File: src/rtl/demux_nof1_pkg.sv
// Shared defaults and a lane-offset helper for the 1-to-N packet demultiplexer.
package demux_nof1_pkg;

  localparam int unsigned DEF_NUM_PORTS_WIDTH = 32'd2;
  localparam int unsigned DEF_DATA_WIDTH      = 32'd32;

  // Bit offset of a port's lane inside the flattened out_data bus.
  function automatic int unsigned lane_lsb(input int unsigned port, input int unsigned width);
    return port * width;
  endfunction

endpackage

File: src/rtl/demux_nof1_port_slot.sv
// One-entry valid/ready register slot holding {last, data} for a single output port.
// A load always wins over a drain, so a beat arriving while the held beat leaves
// keeps the slot full with no bubble.
module demux_port_slot #(
  parameter int unsigned DATA_WIDTH = 32'd32
) (
  input  logic                  clk,
  input  logic                  rst_n,
  input  logic                  load_i,
  input  logic                  load_last_i,
  input  logic [DATA_WIDTH-1:0] load_data_i,
  input  logic                  ready_i,
  output logic                  valid_o,
  output logic                  last_o,
  output logic [DATA_WIDTH-1:0] data_o
);

  logic                valid_q, valid_d;
  logic [DATA_WIDTH:0] payload_q, payload_d;

  // Next-state: load has priority, otherwise a completed handshake empties the slot.
  always_comb begin
    valid_d   = valid_q;
    payload_d = payload_q;
    if (load_i) begin
      valid_d   = 1'b1;
      payload_d = {load_last_i, load_data_i};
    end else if (valid_q && ready_i) begin
      valid_d = 1'b0;
    end else begin
      valid_d = valid_q;
    end
  end

  // Slot storage; the payload only changes on a load, so it is stable while stalled.
  always_ff @(posedge clk or negedge rst_n) begin
    if (!rst_n) begin
      valid_q   <= 1'b0;
      payload_q <= '0;
    end else begin
      valid_q   <= valid_d;
      payload_q <= payload_d;
    end
  end

  assign valid_o = valid_q;
  assign last_o  = payload_q[DATA_WIDTH];
  assign data_o  = payload_q[DATA_WIDTH-1:0];

endmodule

File: src/rtl/demux_nof1.sv
// Registered 1-to-N packet demultiplexer. The destination is captured on the first
// beat of a packet and held until the beat carrying in_last; each output port owns
// a one-entry slot so a stalled consumer never disturbs the other ports.
module demux_nof1
  import demux_nof1_pkg::*;
#(
  parameter int unsigned NUM_PORTS_WIDTH = DEF_NUM_PORTS_WIDTH,
  parameter int unsigned DATA_WIDTH      = DEF_DATA_WIDTH
) (
  input  logic                                      clk,
  input  logic                                      rst_n,
  input  logic [NUM_PORTS_WIDTH-1:0]                select,
  input  logic                                      in_valid,
  input  logic                                      in_last,
  input  logic [DATA_WIDTH-1:0]                     in_data,
  output logic                                      in_ready,
  output logic [(32'd2**NUM_PORTS_WIDTH)-1:0]            out_valid,
  output logic [(32'd2**NUM_PORTS_WIDTH)-1:0]            out_last,
  output logic [(32'd2**NUM_PORTS_WIDTH)*DATA_WIDTH-1:0] out_data,
  input  logic [(32'd2**NUM_PORTS_WIDTH)-1:0]            out_ready,
  output logic                                      busy
);

  localparam int unsigned NUM_PORTS = 32'd2 ** NUM_PORTS_WIDTH;

  typedef enum logic {
    ST_IDLE  = 1'b0,
    ST_BURST = 1'b1
  } state_e;

  state_e                     state_q, state_d;
  logic [NUM_PORTS_WIDTH-1:0] dest_q, dest_d;
  logic [NUM_PORTS_WIDTH-1:0] eff_s;
  logic                       in_ready_s;
  logic                       accept_s;
  logic [NUM_PORTS-1:0]       load_s;
  logic [NUM_PORTS-1:0]       slot_valid_s;
  logic [NUM_PORTS-1:0]       slot_last_s;

  // Effective port: live select on a packet's first beat, latched destination afterwards.
  always_comb begin
    if (state_q == ST_IDLE) begin
      eff_s = select;
    end else begin
      eff_s = dest_q;
    end
  end

  // Ready depends only on the target slot, never on in_valid.
  assign in_ready_s = !slot_valid_s[eff_s] || out_ready[eff_s];
  assign accept_s   = in_valid && in_ready_s;
  assign in_ready   = in_ready_s;

  // Steer the accepted beat into exactly one port slot.
  always_comb begin
    load_s = '0;
    for (int p = 0; p < int'(NUM_PORTS); p++) begin
      load_s[p] = accept_s && (eff_s == NUM_PORTS_WIDTH'(p));
    end
  end

  // Packet framing: enter BURST after a non-last first beat, leave on the last beat.
  always_comb begin
    state_d = state_q;
    dest_d  = dest_q;
    case (state_q)
      ST_IDLE: begin
        if (accept_s) begin
          dest_d = select;
          if (in_last) begin
            state_d = ST_IDLE;
          end else begin
            state_d = ST_BURST;
          end
        end else begin
          state_d = ST_IDLE;
        end
      end
      ST_BURST: begin
        if (accept_s && in_last) begin
          state_d = ST_IDLE;
        end else begin
          state_d = ST_BURST;
        end
      end
      default: begin
        state_d = ST_IDLE;
        dest_d  = '0;
      end
    endcase
  end

  // FSM state and latched destination.
  always_ff @(posedge clk or negedge rst_n) begin
    if (!rst_n) begin
      state_q <= ST_IDLE;
      dest_q  <= '0;
    end else begin
      state_q <= state_d;
      dest_q  <= dest_d;
    end
  end

  assign busy = (state_q == ST_BURST);

  // One register slot per output port.
  for (genvar p = 0; p < int'(NUM_PORTS); p++) begin : g_slot
    localparam int unsigned LSB = lane_lsb(p, DATA_WIDTH);

    demux_port_slot #(
      .DATA_WIDTH (DATA_WIDTH)
    ) u_slot (
      .clk         (clk),
      .rst_n       (rst_n),
      .load_i      (load_s[p]),
      .load_last_i (in_last),
      .load_data_i (in_data),
      .ready_i     (out_ready[p]),
      .valid_o     (slot_valid_s[p]),
      .last_o      (slot_last_s[p]),
      .data_o      (out_data[LSB +: DATA_WIDTH])
    );
  end

  assign out_valid = slot_valid_s;
  assign out_last  = slot_last_s;

endmodule

File: config.mk
export PLATFORM = sky130hd
export DESIGN_NAME = demux_nof1
export DESIGN_NICKNAME = d
export VERILOG_FILES = /design/src/rtl/demux_nof1_pkg.sv /design/src/rtl/demux_nof1_port_slot.sv /design/src/rtl/demux_nof1.sv
export SDC_FILE = /design/constraint.sdc
export NUM_CORES = 1
export LEC_CHECK = 0
export ABC_CLOCK_PERIOD_IN_PS = 3000
export CORE_UTILIZATION = 40
export DETAILED_ROUTE_END_ITERATION = 16
export PLACE_DENSITY_LB_ADDON = 0.3
export SLEW_MARGIN = 25
export SYNTH_ARGS = -nofsm -noshare
export SYNTH_HDL_FRONTEND = slang
export SYNTH_HIERARCHICAL = 1
export SYNTH_SLANG_ARGS = --single-unit
File: constraint.sdc
create_clock -name clk -period 3 [get_ports clk]
set_clock_uncertainty 0.15 [all_clocks]
set_input_delay 0.6 -clock clk [delete_from_list [all_inputs] [get_ports clk]]
set_output_delay 0.6 -clock clk [all_outputs]
set_load 0.005 [all_outputs]
==> flow_summary.json <==
{
  "ys_ff_latch": 139,
  "grt_pass1_wl_um": 20700,
  "max_stage_delay_ps": 420,
  "netlist_instances": 318,
  "initial_core_util_pct": 41.6,
  "fin_crit_sh_pct": 93.3,
  "clkPwrFrac_pct": 21.3,
  "synthTopCellsByArea": "dfrtp_1, mux2_4, buf_12, mux2_2, buf_6",
  "grt-ovfl-total": 0,
  "power_frac_seq_pct": 33.5,
  "nNetsFinal": 559,
  "hold_viol": 0,
  "io_buffers": 179,
  "clkLatencyLatePin_ps": 420,
  "gp_congestion": 0.739,
  "fp.coreArea_sq_um": 14100,
  "slew_headroom_pct": 70.6,
  "ir_worst_vdd_v": 0.000588,
  "grt_max_degree": 66,
  "postPlaceCellArea_sq_um": 7900,
  "io_pins": 180,
  "cp-end-kind": "output pin",
  "cts_buffers": 17,
  "ant_nets": 0,
  "die-width_um": 123,
  "cts_tree": "yes",
  "area_growth_pct": 44.8,
  "yosysTopAreaCellShare_pct": 59.0,
  "power.density_nw_per_um2": 1210,
  "drt-total-wl_um": 13300,
  "drive_gt1_share_pct": 35.3,
  "synth_top_area_cell": "dfrtp_1",
  "clockBufferDepth": 2,
  "critPathArrivalTime_ps": 2050,
  "clk_pin_slew_ps": 60,
  "hpwl_um": 9080,
  "syn_nets": 360,
  "vias": 3378,
  "drt_iter0_drc": 91,
  "die_h_um": 123,
  "cts_root_buf": "clkbuf_16",
  "combPwrFrac_pct": 45.2,
  "route.detailed.drc": 0,
  "cp_top_family": "buffers and inverters",
  "yosysSeqAreaShare_pct": 59.0,
  "yosysUniqueCellTypes": 17,
  "p_leak_nw": 3.78,
  "design_area_sq_um": 8530,
  "power_mw": 10.3,
  "grt_pass1_vias": 3681,
  "syn_area_sq_um": 5890,
  "post_cts_buffers": 0,
  "row_count": 43,
  "worst_pin_slew_ps": 442,
  "dr.pass1.iters": 4,
  "cts.htree.levels": 4,
  "setup_viol": 0,
  "status": "complete, no violations",
  "worstPathMaxFanout": 4,
  "max_freq_ghz": 0.357,
  "p_switching_mw": 2.74,
  "hold_path_class": "reg2reg",
  "wire_per_inst_um": 18.7,
  "cp_num_buf_inv": 3,
  "ys_warn_count": 6,
  "fp.dieArea_sq_um": 15200,
  "critPathRequiredTime_ps": 2250,
  "switching_share_pct": 26.6,
  "path_cells": "clkdlybuf4s50_1 > mux2_4 > buf_4 > o311ai_2 > nand2_1 > dlygate4sd2_1",
  "slew_viol_final": 0,
  "antenna_found_initial": 0,
  "cpMaxStageDelayCell": "clkdlybuf4s50_1",
  "cts.sinks": 139,
  "p_int_mw": 7.56,
  "synth_area_per_cell_sq_um": 18.5,
  "fin_util_pct": 60.3,
  "path_class": "in2out",
  "timing.final.crit_period_ps": 2800,
  "grt_use_total_pct": 18.6,
  "rsz0062_at_grt": "false",
  "max-cap-violations": 0,
  "n_antenna_cell": 0,
  "routed_via_density": 4.76,
  "start_kind": "input pin"
}
==> layout by cell type (no fill, tap or decap), drive strengths merged, types with 2 or more instances in the layout <==
cell	count
dfrtp	139
clkbuf	23
mux2	135
mux2i	2
a21o	4
nor2	4
inv	10
nand2	4
clkdlybuf4s50	177
buf	17
clkinv	3
bufinv	3
==> final timing paths <==
check / startpoint / endpoint / slack (ps) / depth (start not counted)
max reg2reg: flop / g_slot[0].u_slot/payload_q[0]$_DFFE_PN0P_ / 630 / 8
max: select[1] / in_ready / 200 / 6
max in group asynchronous: rst_n / g_slot[1].u_slot/payload_q[29]$_DFFE_PN0P_ / 1400 / 3
min reg2reg: dest_q[0]$_DFFE_PN0P_ / dest_q[0]$_DFFE_PN0P_ / 340 / 1
min: dest_q[0]$_DFFE_PN0P_ / dest_q[0]$_DFFE_PN0P_ / 340 / 1
min in group asynchronous: rst_n / g_slot[1].u_slot/payload_q[14]$_DFFE_PN0P_ / 510 / 2
==> cells by family after synthesis <==
family | count (synthesis) | share of synthesized area [%]
and+or+nand+nor | 10 | 0.764
AOI/OAI and AO/OA | 8 | 1.25
DFF | 139 | 59.0
buffers and inverters | 24 | 5.35
muxes | 137 | 33.6
==> Yosys cell counts (all sizes together) <==
cell type and number:
a21boi 1, nand2 4, nand3b 1, a21o 4, a311o 1, o311ai 1, mux2 135, buf 16
mux2i 2, nor3b 1, a21oi 1, nor2 4, inv 8, dfrtp 139
==> stage by stage <==
stage	TNS [ps]	instances	worst slack (ps)	hold slack [ps]
global placement	-15.0	677	-15.0	322
detailed placement	-38.6	677	-38.6	335
CTS	0	710	186	348
floorplan	0	318	683	154
finish	0	710	200	339
global route	0	710	114	353
==> routing by layer <==
layer	vias up	track usage, %	routed length [um]
li1	1506	-	-
met4	0	6.55	171
met1	1742	23.9	5840
met5	-	0	0
met2	116	28.2	6280
met3	14	7.56	987
==> sequential cells by signal (all words and copies together), names as in the netlist, named ones only <==
name / flops
g_slot.u_slot/payload_q: 132
dest_q: 2
g_slot.u_slot/valid_o: 4
==> power by group through the flow <==
stage / registers (mW) / logic (mW) / clock network, mW
final: 3.45 / 4.65 / 2.19
after global routing: 3.57 / 4.96 / 2.33
after CTS: 3.46 / 4.71 / 2.24
after detailed placement: 3.45 / 4.70 / 0
after global placement: 3.42 / 4.62 / 0
after floorplan: 3.45 / 2.22 / 0
==> layout make-up <==
type                            instances  area, sq um
Sequential cell                       139         3480
Inverter                                8         30.0
Multi-Input combinational cell        155         2130
Clock buffer                           23          488
Fill cell                            1071         5620
Clock inverter                          9          134
Tap cell                              180          225
Timing Repair Buffer                  196         2050
==> what timing repair did <==
action | in CTS | in global routing
hold buffers | 1 | 0
resized for setup | 1 | 0
setup endpoints to repair | 1 | 0
endpoints found under the hold margin | 39 | 0
No activity file was read; power rests on OpenSTA's default activity.
